**src/rtl/rr_mux_n.sv**
```systemverilog
// rr_mux_n -- N-channel arbitrated multiplexer with a one-entry registered output.
//
// Several requesters share one downstream port. A grant is chosen internally,
// either round-robin (RR_MODE=1) or fixed priority with the lowest index
// winning (RR_MODE=0). The granted word is captured into an output register
// that drains through a valid/ready handshake. Back-to-back transfers run at
// one word per cycle.
//
// Ports
//   clk        rising-edge clock
//   rst        synchronous reset, active-high
//   in_valid   per-channel request, bit i = channel i
//   in_data    channel i word at [i*WIDTH +: WIDTH]
//   in_ready   one-hot or zero; channel i transfers on in_valid[i] & in_ready[i]
//   out_valid  output register holds a word
//   out_ready  downstream accepts the word
//   out_data   registered selected word
//   out_sel    index of the channel that supplied out_data
module rr_mux_n #(
   parameter int WIDTH   = 32,
   parameter int N       = 4,
   parameter int RR_MODE = 1,
   localparam int SELW   = $clog2(N)
) (
   input  logic                 clk,
   input  logic                 rst,
   input  logic [N-1:0]         in_valid,
   input  logic [N*WIDTH-1:0]   in_data,
   output logic [N-1:0]         in_ready,
   output logic                 out_valid,
   input  logic                 out_ready,
   output logic [WIDTH-1:0]     out_data,
   output logic [SELW-1:0]      out_sel
);

   logic              out_valid_q, out_valid_d;
   logic [WIDTH-1:0]  out_data_q,  out_data_d;
   logic [SELW-1:0]   out_sel_q,   out_sel_d;
   logic [SELW-1:0]   ptr_q,       ptr_d;

   logic              load_en;
   logic              gnt_vld;
   logic [SELW-1:0]   gnt_idx;
   logic [SELW-1:0]   ptr_nxt;
   logic [SELW-1:0]   jj;
   int                j;

   // The register can take a word when empty or when it drains this cycle.
   assign load_en = !rst && (!out_valid_q || out_ready);

   // Search from the start index upward (mod N). Scanning k from high to low
   // lets the first hit in search order be the last assignment, so no early exit.
   always_comb begin
      gnt_vld = 1'b0;
      gnt_idx = '0;
      j       = 0;
      jj      = '0;
      for (int k = N - 1; k >= 0; k--) begin
         j = (RR_MODE != 0) ? int'(ptr_q) + k : k;
         if (j >= N) j = j - N;
         jj = SELW'(j);
         if (in_valid[jj]) begin
            gnt_vld = 1'b1;
            gnt_idx = jj;
         end
      end
   end

   always_comb begin
      in_ready = '0;
      if (load_en && gnt_vld) in_ready[gnt_idx] = 1'b1;
   end

   // Next round-robin start: one past the winner, wrapping N-1 -> 0.
   assign ptr_nxt = (gnt_idx == SELW'(N - 1)) ? '0 : gnt_idx + SELW'(1);

   always_comb begin
      out_valid_d = out_valid_q;
      out_data_d  = out_data_q;
      out_sel_d   = out_sel_q;
      ptr_d       = ptr_q;
      if (load_en && gnt_vld) begin
         out_valid_d = 1'b1;
         out_data_d  = in_data[int'(gnt_idx) * WIDTH +: WIDTH];
         out_sel_d   = gnt_idx;
         if (RR_MODE != 0) ptr_d = ptr_nxt;
      end else if (out_ready) begin
         // Drain with nothing to replace it; data and index hold.
         out_valid_d = 1'b0;
      end
   end

   always_ff @(posedge clk) begin
      if (rst) begin
         out_valid_q <= 1'b0;
         out_data_q  <= '0;
         out_sel_q   <= '0;
         ptr_q       <= '0;
      end else begin
         out_valid_q <= out_valid_d;
         out_data_q  <= out_data_d;
         out_sel_q   <= out_sel_d;
         ptr_q       <= ptr_d;
      end
   end

   assign out_valid = out_valid_q;
   assign out_data  = out_data_q;
   assign out_sel   = out_sel_q;

endmodule

```
**config.mk**
```make
export PLATFORM = sky130hd
export DESIGN_NAME = rr_mux_n
export DESIGN_NICKNAME = d
export VERILOG_FILES = /design/src/rtl/rr_mux_n.sv
export SDC_FILE = /design/constraint.sdc
export NUM_CORES = 1
export LEC_CHECK = 0
export CAP_MARGIN = 5
export CORE_MARGIN = 5
export CORE_UTILIZATION = 37
export DETAILED_ROUTE_END_ITERATION = 8
export PLACE_DENSITY = 0.87
export RECOVER_POWER = 100
export SLEW_MARGIN = 10
export SYNTH_ARGS = -nofsm -noshare
export SYNTH_HDL_FRONTEND = slang
export SYNTH_SLANG_ARGS = --single-unit
```
**constraint.sdc**
```tcl
create_clock -name clk -period 4.1 [get_ports clk]
set_input_delay 0.615 -clock clk [delete_from_list [all_inputs] [get_ports clk]]
set_output_delay 0.615 -clock clk [all_outputs]
set_load 0.01 [all_outputs]
```
# Word-level counts from Yosys, hierarchy flattened
# Index checks and enable logic that the tools add are counted.
# word_totals
romBits,0
word_cells,57
output_inout_bits,39
in_bits,135
n_memories,0
latchBits,0
regBits,37
ramBits,0
# classes
shift,1
div_mod_pow,0
magnitude_cmp,10
mux,26
bitwise_logic,0
eq_ne,1
add_sub_neg,8
reduce_logical,7
mul,0
# op_table
operator,count
$shiftx A128 B8 Y32,1
$mux W2,9
$lt A2 B3 Y1 const B,5
$mux W1,11
$ge A3 B3 Y1 const B,3
$bmux W1 S2,4
$sub A2 B1 Y2 const B,4
$add A2 B2 Y3 const B,2
$mux W4,1
$add A2 B1 Y3 const B,1
$ge A2 B3 Y1 const B,1
$logic_and A1 B1 Y1,3
$add A2 B1 Y2 const B,1
$demux W1 S2,1
$eq A2 B2 Y1 const B,1
$ge A2 B1 Y1 const B,1
$logic_not A1 Y1,2
$reduce_bool A2 Y1,1
$logic_or A1 B1 Y1,1

# Logic depth before layout (Yosys ltp)
# depth
ltp_word,14
ltp_mapped,8

# Worst setup path after synthesis
# No wires, ideal clock.
# synth_timing
path_type,in2out
start,in in_valid[0]
end,out in_ready[3]
path_stages,7
arrival_ns,1.942
slack_ns,1.543
path_buffers,2
required_time_ns,3.485
path_cell_list,nor2b_4 -> or4_4 -> nand2_4 -> buf_12 -> buf_12 -> ha_1 -> and2_1
# synth_between
elab_chain_len,11
# synth_lines
item,line_no,source
start: declaration,27,"input logic [N-1:0] in_valid,"
$bmux W1 S2,62,if (in_valid[jj]) begin
$mux W1 (implied by the code),62,
$mux W2 (4 in a row),62,
$lt A2 B3 Y1 (implied by the code) or $ge A2 B1 Y1 (tied branches),71,if (load_en && gnt_vld) in_ready[gnt_idx] = 1'b1;
$logic_and A1 B1 Y1 (implied by the code),71,
$mux W1 (implied by the code),71,
$demux W1 S2,71,
$mux W4 *,71,
end: declaration,29,"output logic [N-1:0] in_ready,"
# Every way passes the cells marked *; elsewhere a longest branch is shown, timed or not. The select of a mux whose other input is x is not followed.

# Final worst setup path
# layout_timing
start,in in_valid[1]
end,out in_ready[1]
# The elaborated chain is that of the path after synthesis.

==> results.json <==
{
  "avgViaCountPerCell": 5.15,
  "die_area_mm2": 0.00786,
  "synthesis.area_mm2": 0.00229,
  "synth-edff-count": 0,
  "relSlewSlack_pct": 29.3,
  "grt_pass1_vias": 2434,
  "avgSynthCellArea_um2": 10.5,
  "clkPwrFrac_pct": 23.4,
  "syn2layout_area_growth_pct": 80.0,
  "fin_crit_sh_pct": 89.9,
  "worstMarginPinSlew_ns": 1.06,
  "p_int_mw": 0.972,
  "critPathTopFamily": "buffers and inverters",
  "ys_ff_latch": 37,
  "drtIter0Drc": 77,
  "die_h_um": 88.7,
  "die_width_um": 88.7,
  "grt_max_degree": 66,
  "r2r_setup_slack_ns": 1.40,
  "grt_overflow": 0,
  "first_pass_iters": 4,
  "antenna_left": 0,
  "crit_type": "in2out",
  "num_rows": 28,
  "holdWs_ns": 0.461,
  "cap_violations": 0,
  "io-pin-count": 174,
  "worstSetupStartpointType": "primary input",
  "hpwl_mm": 6.26,
  "syn_inst": 218,
  "post_route_cells_drive_above_1_share_pct": 8.81,
  "endpoint_kind": "primary output",
  "grt_usage_pct": 18.9,
  "dp_cells": 453,
  "timing.rr.end": "out_data[22]",
  "r2r_start": "ptr_q[0]",
  "min_path_cells": 2,
  "antenna_found_initial": 0,
  "worstPathRequired_ns": 3.48,
  "path_buf_inv": 3,
  "period_minus_slack_ns": 3.69,
  "fin_cells": 461,
  "gp_congestion": 0.735,
  "path_cells": "dlygate4sd3_1 > o41ai_4 > clkbuf_1 > nor2_1 > nand2b_2 > a21oi_1 > dlygate4sd3_1",
  "seq_area_frac_synth_pct": 32.3,
  "setup_violations": 0,
  "drt_wl_total_mm": 7.83,
  "diodes": 0,
  "status": "finished clean",
  "vias": 2375,
  "yosysWarnings": 0,
  "cts_hold_buffers": 0,
  "reg2reg_depth": 6,
  "powerDensity_mw_per_mm2": 341,
  "initial_core_util_pct": 38.4,
  "arrival_ns": 3.07,
  "cts.repair.resized": 0,
  "p_comb_share_pct": 43.9,
  "ir_worst_vdd_mv": 0.179,
  "power.total_mw": 1.40,
  "ys.flop_type": "dfxtp_1",
  "worst_path_max_delay_cell": "dlygate4sd3_1",
  "whs_endpoint": "out_data[5]",
  "tns_ns": 0,
  "core-area_mm2": 0.00596,
  "final-max-slew-violation-count": 0,
  "sequentialPowerShare_pct": 32.6,
  "hold_viol": 0,
  "p_leak_nw": 1.65,
  "crit_top_cell": "dlygate4sd3_1",
  "cts_tree": "built",
  "post_cts_buffers": 0,
  "wire_per_inst_um": 17.0,
  "synth.distinct_cells": 25,
  "postPlaceCellArea_mm2": 0.00402,
  "fmax_mhz": 271,
  "p_sw_share_pct": 30.8,
  "path_max_fanout": 17,
  "drc": 0,
  "rsz0062_at_grt": "false",
  "cts_buffers": 5,
  "port_buffers": 173,
  "min_from": "out_data[5]",
  "async_reset_ff_share_pct": 0,
  "cts_buffer_depth": 2,
  "clk-insertion-delay-late_ns": 0.28,
  "p_sw_mw": 0.432,
  "htreeDepth": 2,
  "syn_nets": 354,
  "fin_skew_ns": 0.00755,
  "final_area_mm2": 0.00412,
  "cpPeakStageDelay_ns": 0.64,
  "holdCritPathClass": "reg2reg",
  "numClockSinks": 37,
  "cts_root_buffer": "clkbuf_8",
  "grt_pass1_wl_mm": 11.5,
  "clk_pin_slew_ns": 0.07,
  "fin_nets": 521
}
state kept, by name, summed over array words and instances (netlist names):
name,count
out_data,32
out_valid,1
out_sel,2
ptr_q,2
cell usage after synthesis, types with 2 or more instances:
| library cell | instances | area, um2 |
|---|---|---|
| a21oi_1 | 5 | 25.0 |
| buf_12 | 3 | 60.1 |
| buf_2 | 9 | 45.0 |
| buf_6 | 3 | 33.8 |
| clkbuf_1 | 2 | 7.51 |
| dfxtp_1 | 37 | 741 |
| mux2i_1 | 66 | 661 |
| nand2_1 | 34 | 128 |
| nand2b_1 | 2 | 12.5 |
| nor2_1 | 9 | 33.8 |
| nor2b_1 | 3 | 18.8 |
| o221ai_1 | 15 | 131 |
| o221ai_2 | 18 | 270 |
cell usage in the layout (no fill, tap or decap), types with 2 or more instances in the layout:
master / n
nor2_1: 9
dlygate4sd3_1: 39
nand2_1: 35
mux2i_1: 66
a21oi_1: 5
clkbuf_8: 6
dfxtp_1: 37
buf_4: 3
o221ai_1: 15
clkdlybuf4s50_1: 134
nor2b_1: 2
o221ai_2: 18
worst max path at each step:
stage / start / to / slack [ns] / cells after the start
floorplan: in_valid[0] / in_ready[3] / 1.54 / 7
global placement: in_valid[0] / in_ready[1] / 0.72 / 7
detailed placement: in_valid[0] / in_ready[1] / 0.64 / 7
CTS: in_valid[0] / in_ready[1] / 0.62 / 7
global route: in_valid[1] / in_ready[1] / 0.30 / 7
finish: in_valid[1] / in_ready[1] / 0.41 / 7
worst min-delay path: stages (launching register included):
cell	delay [ns]
dfxtp_1	0.32
nand2_1	0.06
o221ai_2	0.05
power by group through the flow:
stage / combinational, mW / clock (mW) / sequential, mW
after global placement: 0.639 / 0 / 0.466
after detailed placement: 0.651 / 0 / 0.469
after floorplan: 0.342 / 0 / 0.494
after global routing: 0.663 / 0.358 / 0.466
final: 0.617 / 0.329 / 0.459
after CTS: 0.654 / 0.338 / 0.461
per-layer routing:
layer,global-route usage [%],up-vias,wire length (um)
met4,3.30,0,30
met1,18.9,1104,2780
met5,0,-,0
met2,36.4,111,4180
li1,-,1158,-
met3,7.91,2,842
cells by family (layout without fill, tap and decap cells):
group / count (synthesis) / after routing / share of synthesized area, %
multiplexers: 66 / 66 / 28.9
buffers and inverters: 19 / 187 / 6.89
flip-flops: 37 / 37 / 32.3
AND/OR/NAND/NOR: 53 / 53 / 10.5
AO/OA/AOI/OAI: 42 / 42 / 20.8
adder cells (fa/ha/maj): 1 / 1 / 0.546
metrics by stage:
step / util (%) / setup slack [ns]
after floorplan: - / 1.54
after global placement: 67.4 / 0.716
after detailed placement: 67.4 / 0.638
after CTS: 69.5 / 0.624
after global routing: 69.2 / 0.300
final: 69.2 / 0.414
cell type report:
type | instances | area [um2]
fillers | 515 | 1830
repair buffers | 178 | 1780
multi-input cells | 162 | 1390
flip-flops and latches | 37 | 741
well taps | 75 | 93.8
clock buffers | 6 | 82.6
clock inverters | 2 | 37.5
inverters | 1 | 3.75
(Power assumes the default switching activity.)
